===== src/rtl/ps2_tx_pkg.sv =====
// ps2_tx_pkg: shared definitions for the PS/2 host transmitter and its
// line synchronizer.
//   - state_t      : transmitter FSM state encoding
//   - RTS_HOLD     : cycles both lines are held low after the inhibit period
//   - FILT_LEN     : cycles a new CLK level must persist (PS2_TX_FILTER_EN)
//   - CMD_*        : common AT keyboard command bytes
//   - odd_parity() : parity bit that makes the 9-bit data+parity group odd
package ps2_tx_pkg;

  typedef enum logic [2:0] {
    ST_IDLE    = 3'd0,
    ST_INHIBIT = 3'd1,
    ST_RTS     = 3'd2,
    ST_DATA    = 3'd3,
    ST_ACK     = 3'd4,
    ST_WAITREL = 3'd5,
    ST_FAIL    = 3'd6
  } state_t;

  localparam int RTS_HOLD = 16;
  localparam int FILT_LEN = 8;

  localparam logic [7:0] CMD_LED    = 8'hED;
  localparam logic [7:0] CMD_ENABLE = 8'hF4;
  localparam logic [7:0] CMD_RESET  = 8'hFF;

  function automatic logic odd_parity(input logic [7:0] d);
    return ~^d;
  endfunction

endpackage


===== src/rtl/ps2_sync.sv =====
// ps2_sync: brings the raw PS/2 CLK and DAT lines into the clock domain and
// flags CLK falling edges. Shared with the keyboard receiver.
// Optional macro PS2_TX_FILTER_EN: when defined, the synchronized CLK must
// hold a new level for FILT_LEN consecutive cycles before it is accepted,
// which rejects short glitches at the cost of FILT_LEN cycles of latency.
// Ports:
//   clock   in  system clock
//   reset_n in  synchronous active-low reset
//   ps_clk  in  raw PS/2 CLK line
//   ps_dat  in  raw PS/2 DAT line
//   clk_s   out synchronized (optionally filtered) CLK level
//   dat_s   out synchronized DAT level
//   fall    out one-cycle strobe on a CLK high-to-low transition
module ps2_sync
  import ps2_tx_pkg::*;
(
  input  logic clock,
  input  logic reset_n,
  input  logic ps_clk,
  input  logic ps_dat,
  output logic clk_s,
  output logic dat_s,
  output logic fall
);

  logic [1:0] clk_ff;
  logic [1:0] dat_ff;
  logic       clk_lvl;
  logic       clk_prev;

  // Idle bus is high, so reset the flops to 1 to avoid a fake edge.
  always_ff @(posedge clock) begin
    if (!reset_n) begin
      clk_ff <= 2'b11;
      dat_ff <= 2'b11;
    end else begin
      clk_ff <= {clk_ff[0], ps_clk};
      dat_ff <= {dat_ff[0], ps_dat};
    end
  end

`ifdef PS2_TX_FILTER_EN
  localparam int CW = $clog2(FILT_LEN);

  logic [CW-1:0] filt_cnt;
  logic          clk_filt;

  // Count consecutive cycles that disagree with the accepted level; any
  // agreeing cycle restarts the count.
  always_ff @(posedge clock) begin
    if (!reset_n) begin
      clk_filt <= 1'b1;
      filt_cnt <= '0;
    end else if (clk_ff[1] == clk_filt) begin
      filt_cnt <= '0;
    end else if (filt_cnt == CW'(FILT_LEN - 1)) begin
      clk_filt <= clk_ff[1];
      filt_cnt <= '0;
    end else begin
      filt_cnt <= filt_cnt + 1'b1;
    end
  end

  assign clk_lvl = clk_filt;
`else
  assign clk_lvl = clk_ff[1];
`endif

  always_ff @(posedge clock) begin
    if (!reset_n) clk_prev <= 1'b1;
    else          clk_prev <= clk_lvl;
  end

  assign fall  = clk_prev & ~clk_lvl;
  assign clk_s = clk_lvl;
  assign dat_s = dat_ff[1];

endmodule


===== src/rtl/ps2_tx.sv =====
// ps2_tx: PS/2 host-to-device transmitter. Inhibits the bus, issues a
// request-to-send, then shifts one byte out on device-generated clocks and
// checks the device ACK. The oe outputs drive open-drain pads (1 = pull low).
// Optional macro PS2_TX_FILTER_EN (see ps2_sync) adds a CLK glitch filter.
// Ports:
//   clock   in  system clock
//   reset_n in  synchronous active-low reset
//   ps_clk  in  raw PS/2 CLK line
//   ps_dat  in  raw PS/2 DAT line
//   data    in  byte to send, captured when send is accepted
//   send    in  request pulse, honoured only when idle
//   clk_oe  out pull CLK low
//   dat_oe  out pull DAT low
//   busy    out transfer in progress
//   done    out one-cycle pulse: byte sent and acknowledged
//   err     out one-cycle pulse: timeout or missing ACK
//
// state      | meaning
// -----------+---------------------------------------------------------
// ST_IDLE    | bus released, waiting for send
// ST_INHIBIT | CLK held low for INH cycles
// ST_RTS     | CLK and DAT (start bit) low for RTS_HOLD cycles
// ST_DATA    | CLK released; next frame bit driven on each device fall
// ST_ACK     | waiting for fall 11, DAT must be low (device ACK)
// ST_WAITREL | waiting for device to release CLK and DAT
// ST_FAIL    | release both lines, pulse err
module ps2_tx
  import ps2_tx_pkg::*;
#(
  parameter int CLK_HZ     = 25000000,
  parameter int INHIBIT_US = 120,
  parameter int TIMEOUT_MS = 20
) (
  input  logic       clock,
  input  logic       reset_n,
  input  logic       ps_clk,
  input  logic       ps_dat,
  input  logic [7:0] data,
  input  logic       send,
  output logic       clk_oe,
  output logic       dat_oe,
  output logic       busy,
  output logic       done,
  output logic       err
);

  localparam int INH     = CLK_HZ / 1000000 * INHIBIT_US;
  localparam int TMO     = CLK_HZ / 1000 * TIMEOUT_MS;
  localparam int TMR_MAX = (TMO > INH) ? TMO : INH;
  localparam int TMR_W   = $clog2(TMR_MAX + 1);

  localparam logic [TMR_W-1:0] INH_LAST = TMR_W'(INH - 1);
  localparam logic [TMR_W-1:0] RTS_LAST = TMR_W'(RTS_HOLD - 1);
  localparam logic [TMR_W-1:0] TMO_LAST = TMR_W'(TMO - 1);

  state_t           state;
  logic [TMR_W-1:0] timer;
  logic [3:0]       bitcnt;
  // {stop, parity, data[7:0]}; the start bit is driven directly in RTS.
  logic [9:0]       shreg;
  logic             clk_s;
  logic             dat_s;
  logic             fall;
  logic             tmo_hit;

  ps2_sync u_sync (
    .clock   (clock),
    .reset_n (reset_n),
    .ps_clk  (ps_clk),
    .ps_dat  (ps_dat),
    .clk_s   (clk_s),
    .dat_s   (dat_s),
    .fall    (fall)
  );

  assign tmo_hit = (timer == TMO_LAST);

  always_ff @(posedge clock) begin
    if (!reset_n) begin
      state  <= ST_IDLE;
      clk_oe <= 1'b0;
      dat_oe <= 1'b0;
      busy   <= 1'b0;
      done   <= 1'b0;
      err    <= 1'b0;
      timer  <= '0;
      bitcnt <= '0;
      shreg  <= '0;
    end else begin
      done <= 1'b0;
      err  <= 1'b0;
      case (state)
        ST_IDLE: begin
          if (send) begin
            shreg  <= {1'b1, odd_parity(data), data};
            busy   <= 1'b1;
            clk_oe <= 1'b1;
            timer  <= '0;
            state  <= ST_INHIBIT;
          end
        end

        ST_INHIBIT: begin
          if (timer == INH_LAST) begin
            dat_oe <= 1'b1;
            timer  <= '0;
            state  <= ST_RTS;
          end else begin
            timer <= timer + 1'b1;
          end
        end

        ST_RTS: begin
          if (timer == RTS_LAST) begin
            clk_oe <= 1'b0;
            timer  <= '0;
            bitcnt <= '0;
            state  <= ST_DATA;
          end else begin
            timer <= timer + 1'b1;
          end
        end

        // A fall in the same cycle as the timeout takes priority.
        ST_DATA: begin
          if (fall) begin
            dat_oe <= ~shreg[0];
            shreg  <= {1'b0, shreg[9:1]};
            timer  <= '0;
            bitcnt <= bitcnt + 1'b1;
            if (bitcnt == 4'd9) state <= ST_ACK;
          end else if (tmo_hit) begin
            state <= ST_FAIL;
          end else begin
            timer <= timer + 1'b1;
          end
        end

        ST_ACK: begin
          if (fall) begin
            timer <= '0;
            state <= dat_s ? ST_FAIL : ST_WAITREL;
          end else if (tmo_hit) begin
            state <= ST_FAIL;
          end else begin
            timer <= timer + 1'b1;
          end
        end

        ST_WAITREL: begin
          if (clk_s && dat_s) begin
            done  <= 1'b1;
            busy  <= 1'b0;
            state <= ST_IDLE;
          end else if (tmo_hit) begin
            state <= ST_FAIL;
          end else begin
            timer <= timer + 1'b1;
          end
        end

        ST_FAIL: begin
          clk_oe <= 1'b0;
          dat_oe <= 1'b0;
          err    <= 1'b1;
          busy   <= 1'b0;
          state  <= ST_IDLE;
        end

        default: begin
          clk_oe <= 1'b0;
          dat_oe <= 1'b0;
          busy   <= 1'b0;
          state  <= ST_IDLE;
        end
      endcase
    end
  end

endmodule


===== config.mk =====
export PLATFORM = sky130hd
export DESIGN_NAME = ps2_tx
export DESIGN_NICKNAME = d
export VERILOG_FILES = /design/src/rtl/ps2_tx_pkg.sv /design/src/rtl/ps2_sync.sv /design/src/rtl/ps2_tx.sv
export SDC_FILE = /design/constraint.sdc
export NUM_CORES = 1
export LEC_CHECK = 0
export BUFFER_PORTS_ARGS = -buffer_cell sky130_fd_sc_hd__buf_2
export CAP_MARGIN = 10
export CORE_MARGIN = 5
export CORE_UTILIZATION = 60
export CTS_CLUSTER_DIAMETER = 150
export DETAILED_ROUTE_END_ITERATION = 10
export GPL_TIMING_DRIVEN = 0
export MAX_ROUTING_LAYER = met4
export PLACE_DENSITY = 0.8
export SKIP_LAST_GASP = 1
export SLEW_MARGIN = 20
export SYNTH_ARGS = -nofsm -noshare
export SYNTH_HDL_FRONTEND = slang
export SYNTH_SLANG_ARGS = --single-unit

===== constraint.sdc =====
create_clock -name clock -period 3.3 [get_ports clock]
set_input_delay 0.165 -clock clock [delete_from_list [all_inputs] [get_ports clock]]
set_output_delay 0.165 -clock clock [all_outputs]
set_load 0.02 [all_outputs]

* Word-level counts from Yosys, hierarchy flattened
Index checks and enable logic that the tools add are counted.
Widths: inputs -> output; s select.
** Operators by class
- Add/subtract/negate cells :: 2
- Equal/unequal tests :: 17
- Muxes and demuxes :: 33
- Bitwise gates (word level) :: 6
- Reduce and logical (&&, ||, !) cells :: 18
** Operators with widths (count)
- $mux 19 :: 6
- $pmux 19 s5 :: 1
- $mux 3 :: 8
- $mux 10 :: 2
- $pmux 10 s2 :: 1
- $add 19x1->19 const B :: 1
- $eq 19x12->1 const B :: 1
- $eq 19x19->1 const B :: 1
- $eq 19x4->1 const B :: 1
- $pmux 3 s6 :: 1
- $reduce_and 3->1 :: 6
- $ne 2x2->1 const B :: 6
- $reduce_or 4->1 :: 3
- $eq 3x3->1 const B :: 3
- $pmux 1 s3 :: 3
- $mux 4 :: 2
- $pmux 4 s2 :: 1
- $reduce_xnor 8->1 :: 1
- $mux 1 :: 7
- $eq 3x2->1 const B :: 2
- $not 1->1 :: 5
- $reduce_bool 5->1 :: 1
- $add 4x1->4 const B :: 1
- $eq 4x4->1 const B :: 1
- other kinds (10) :: 11
** Storage, ports and cells
- Register bits after elaboration :: 46
- Bits of input ports :: 13
- Output and inout port bits :: 5
- Word-level logic and storage cells :: 88

* Depth between registers and ports, before layout
- Depth in word-level cells :: 4
- Depth in mapped cells :: 8
- Depth with buffers taken out :: 7

* Modules after synthesis
From an unflattened synthesis, not the netlist that was laid out.
** Second synthesis, totals
- Cells, all modules :: 317
- Area total of the unflattened synthesis :: 2591.2 um^2
** By module, submodules not included
- ps2_tx :: times used 1, cells an instance 306, area each 2453.6 um^2
- ps2_sync :: times used 1, cells an instance 11, area each 137.6 um^2

* Least setup slack after synthesis
OpenSTA, ideal clock, no wires.
- Path type :: register to register
- From :: reg timer[0]
- To :: reg state[1]
- Data arrival time :: 2.040 ns
- Data required time :: 3.178 ns
- Slack :: 1.139 ns
- Cell stages (with the launch flop) :: 8
- Path buffers :: 1
- Cell sequence :: dfxtp_1 ha_1 or4b_4 nor4_4 a311o_2 buf_6 nand3_2 o311a_1
** Between the ends
- Word-level cells in the longest chain between the ends :: 4
** Ends and longest elaborated chain
- start, declared :: line ps2_tx.sv:57 : logic [TMR_W-1:0] timer;
- start signal, assigned :: line ps2_tx.sv:109 : timer <= timer + 1'b1;
- start signal, assigned :: line ps2_tx.sv:120 : timer <= timer + 1'b1;
- start signal, assigned :: line ps2_tx.sv:135 : timer <= timer + 1'b1;
- $eq 19x19->1 :: line ps2_tx.sv:76 : assign tmo_hit = (timer == TMO_LAST);
- $mux 3
- $mux 3, on equally long branches
- $pmux 3 s6
- end signal, assigned :: line ps2_tx.sv:142 : state <= dat_s ? ST_FAIL : ST_WAITREL;
- end, declared :: line ps2_tx.sv:56 : state_t state;
Several ways; a longest one is shown, not always the timed one.
A chain may end at the register's enable or synchronous reset.

* Worst setup path after layout
- From :: reg state[0]
- To :: reg shreg[0]
** Between the ends
- Word-level cells in the longest chain between the ends :: 3
** Ends and longest elaborated chain
- $eq 3x2->1 or $logic_not 3->1 (tied branches) :: line ps2_tx.sv:92 : case (state)
- $ne 2x2->1 (no line) or $reduce_bool 2->1 (tied branches)
- $reduce_and 3->1 (no line)
- end signal, assigned :: line ps2_tx.sv:95 : shreg <= {1'b1, odd_parity(data), data};
- end signal, assigned :: line ps2_tx.sv:128 : shreg <= {1'b0, shreg[9:1]};
- end, declared :: line ps2_tx.sv:60 : logic [9:0] shreg;
Several ways; a longest one is shown, not always the timed one.

==> flow_metrics.env <==
export IMPL_portBuffers=16
export IMPL_hold_viol_final=0
export IMPL_gr_total_overflow=0
export IMPL_avgViaCountPerCell=6.28
export IMPL_ys_ff_latch=46
export IMPL_cap_violations=0
export IMPL_clock_sinks=46
export IMPL_io_pins=18
export IMPL_initial_core_util_pct=62.5
export IMPL_n_antenna_cell=0
export IMPL_setup_viol=0
export IMPL_worst_setup_path_start_kind="register"
export IMPL_grt_pass1_wl_um=10500
export IMPL_path_class="register to register"
export IMPL_fillCellCount=366
export IMPL_cp_required_ns=3.46
export IMPL_htreeDepth=2
export IMPL_status="completed"
export IMPL_critPathCaptureType="register"
export IMPL_power_share_clock_pct=17.5
export IMPL_core_area_mm2=0.00406
export IMPL_syn_area_per_cell_um2=7.83
export IMPL_fp_row_count=23
export IMPL_grt_pass1_vias=2213
export IMPL_synthesis_nets=340
export IMPL_cts_resized=0
export IMPL_slew_headroom_pct=45.8
export IMPL_fin_ws_ns=0.782
export IMPL_die_w_um=75.0
export IMPL_ant_nets=0
export IMPL_wire_per_inst_um=15.5
export IMPL_holdBufCountCts=0
export IMPL_internal_power_mw=1.07
export IMPL_synth_top_area_cell="dfxtp_1"
export IMPL_maxSlewViolCount=0
export IMPL_dp_slack_ns=0.847
export IMPL_synth_cell_area_mm2=0.00254
export IMPL_comb_power_share_pct=45.9
export IMPL_hp_class="input pin to register"
export IMPL_grtUsageTotal_pct=24.7
export IMPL_max_clock_freq_mhz=397
export IMPL_antenna_found_initial=0
export IMPL_grt_max_degree=13
export IMPL_tightest_slew_ns=0.806
export IMPL_synth_top_area_share_pct=36.3
export IMPL_ys_flop_type="dfxtp_1"
export IMPL_seq_area_frac_synth_pct=36.3
export IMPL_finalCriticalPeriod_ns=2.52
export IMPL_insertion_delay_ns=0.30
export IMPL_cp_arrival_ns=2.68
export IMPL_final_nets=363
export IMPL_drive_above_1_share_pct=10.7
export IMPL_yosys_top_cells_area="dfxtp_1 (36%), nor2_1 (6.8%), nand2_1 (6.4%), nand3_1 (4.7%), a21oi_1 (3.9%)"
export IMPL_utilization_pct=67.9
export IMPL_power_mw=1.84
export IMPL_crit_fanout=10
export IMPL_synth_edf_count=0
export IMPL_p_seq_share_pct=36.5
export IMPL_root_buffer="clkbuf_8"
export IMPL_power_density_mw_per_mm2=669
export IMPL_ys_warn_count=0
export IMPL_drc=0
export IMPL_clock_skew_ns=0.00485
export IMPL_tns_ns=0
export IMPL_fin_cells=397
export IMPL_fin_crit_sh_pct=76.3
export IMPL_p_leak_nw=1.02
export IMPL_dp_hpwl_um=4460
export IMPL_cts_buffer_depth=2
export IMPL_wl_um=6140
export IMPL_synthArstFlopShare_pct=0
export IMPL_syn_to_final_growth_pct=8.63
export IMPL_postCtsSetupBuffers=0
export IMPL_die_area_mm2=0.00563
export IMPL_dp_cells=390
export IMPL_rsz0062_at_grt="false"
export IMPL_num_vias=2493
export IMPL_synth_cell_type_count=53
export IMPL_swShare_pct=42.0
export IMPL_clkTransAtPathRegs_ns=0.08
export IMPL_first_iter_violations=390
export IMPL_p_switching_mw=0.774
export IMPL_ir_drop_uv=330
export IMPL_die_height_um=75.0
export IMPL_dr_pass1_iters=5
export IMPL_final_cell_mix="nor2_1 (46), dfxtp_1 (46), nand2_1 (43)"
export IMPL_gp_congestion=0.910
export IMPL_cts_buffers=5
export IMPL_syn_inst=324
export IMPL_cts_tree="yes"
[power by group through the flow]
stage	registers [mW]	clock network, mW	logic, mW
2_1_floorplan	0.691	0	0.623
3_3_place_gp	0.682	0	0.808
3_5_place_dp	0.686	0	0.825
4_1_cts	0.673	0.333	0.830
5_1_grt	0.682	0.357	0.939
6_report	0.674	0.324	0.847
[kinds of logic (layout without fill, tap and decap cells)]
kind of cell	count (synthesis)	in the layout	share of synthesized area, %
buffers and inverters	21	44	3.90
adders and majority gates	3	3	1.48
xor gates and xnor gates	13	13	4.49
and+or+nand+nor	168	168	33.3
AOI/OAI and AO/OA	70	70	19.4
DFF	46	46	36.3
muxes	3	3	1.18
[metal layers]
| layer | wire length [µm] | share of wire, % | up-vias | global-route usage [%] |
|---|---|---|---|---|
| li1 | - | - | 1210 | - |
| met1 | 2900 | 47 | 1156 | 35.5 |
| met2 | 2680 | 44 | 113 | 35.8 |
| met3 | 474 | 7.7 | 14 | 4.41 |
| met4 | 87 | 1.4 | 0 | 6.13 |
| met5 | 0 | 0 | - | - |
[cell type report]
class / instances / area (µm²) / area share (%)
clock buffers: 7 / 76.3 / 2.77
inverters: 3 / 11.3 / 0.409
multi-input cells: 257 / 1520 / 55.1
flip-flops and latches: 46 / 921 / 33.4
repair buffers: 16 / 80.1 / 2.91
plain buffers: 18 / 87.6 / 3.18
well taps: 50 / 62.6 / 2.27
[registers in the layout, summed over array words and instances, names as in the netlist, 2 cells and up]
| name | count |
|---|---|
| timer | 19 |
| shreg | 10 |
| bitcnt | 4 |
| state | 3 |
| u_sync.clk_ff | 2 |
| u_sync.dat_ff | 2 |
[critical path, stage by stage, from the launching register on]
cell and delay [ns]:
dfxtp_1 0.31, clkbuf_1 0.30, clkbuf_1 0.39, nand3_1 0.14
a21oi_1 0.65, clkbuf_1 0.42, a311oi_1 0.16
[stage by stage]
| step | area [µm²] | hold slack [ns] |
|---|---|---|
| floorplan | 2540 | 0.266 |
| global placement | 2680 | 0.346 |
| detailed placement | 2680 | 0.350 |
| CTS | 2760 | 0.0364 |
| global route | 2760 | 0.0512 |
| finish | 2760 | 0.0453 |
[final timing paths]
path	startpoint	endpoint	slack, ns	cells after the start
setup / recovery	state[0]	shreg[0]	0.78	6
hold / removal	ps_clk	u_sync.clk_ff[0]	0.05	2
setup reg to reg	state[0]	shreg[0]	0.78	6
hold reg to reg	u_sync.clk_ff[0]	u_sync.clk_ff[1]	0.41	1
[cell usage after synthesis (4+ instances only)]
cell type	count
a311oi_1	9
a31oi_1	9
nand2_1	43
nand4_1	4
xnor2_1	10
nand2b_1	9
nand3b_1	4
clkbuf_1	12
nor2_1	46
nand3_1	24
dfxtp_1	46
a21oi_1	20
o21ai_0	8
and3_1	7
nor3_1	7
No activity file was read; power rests on OpenSTA's default activity.
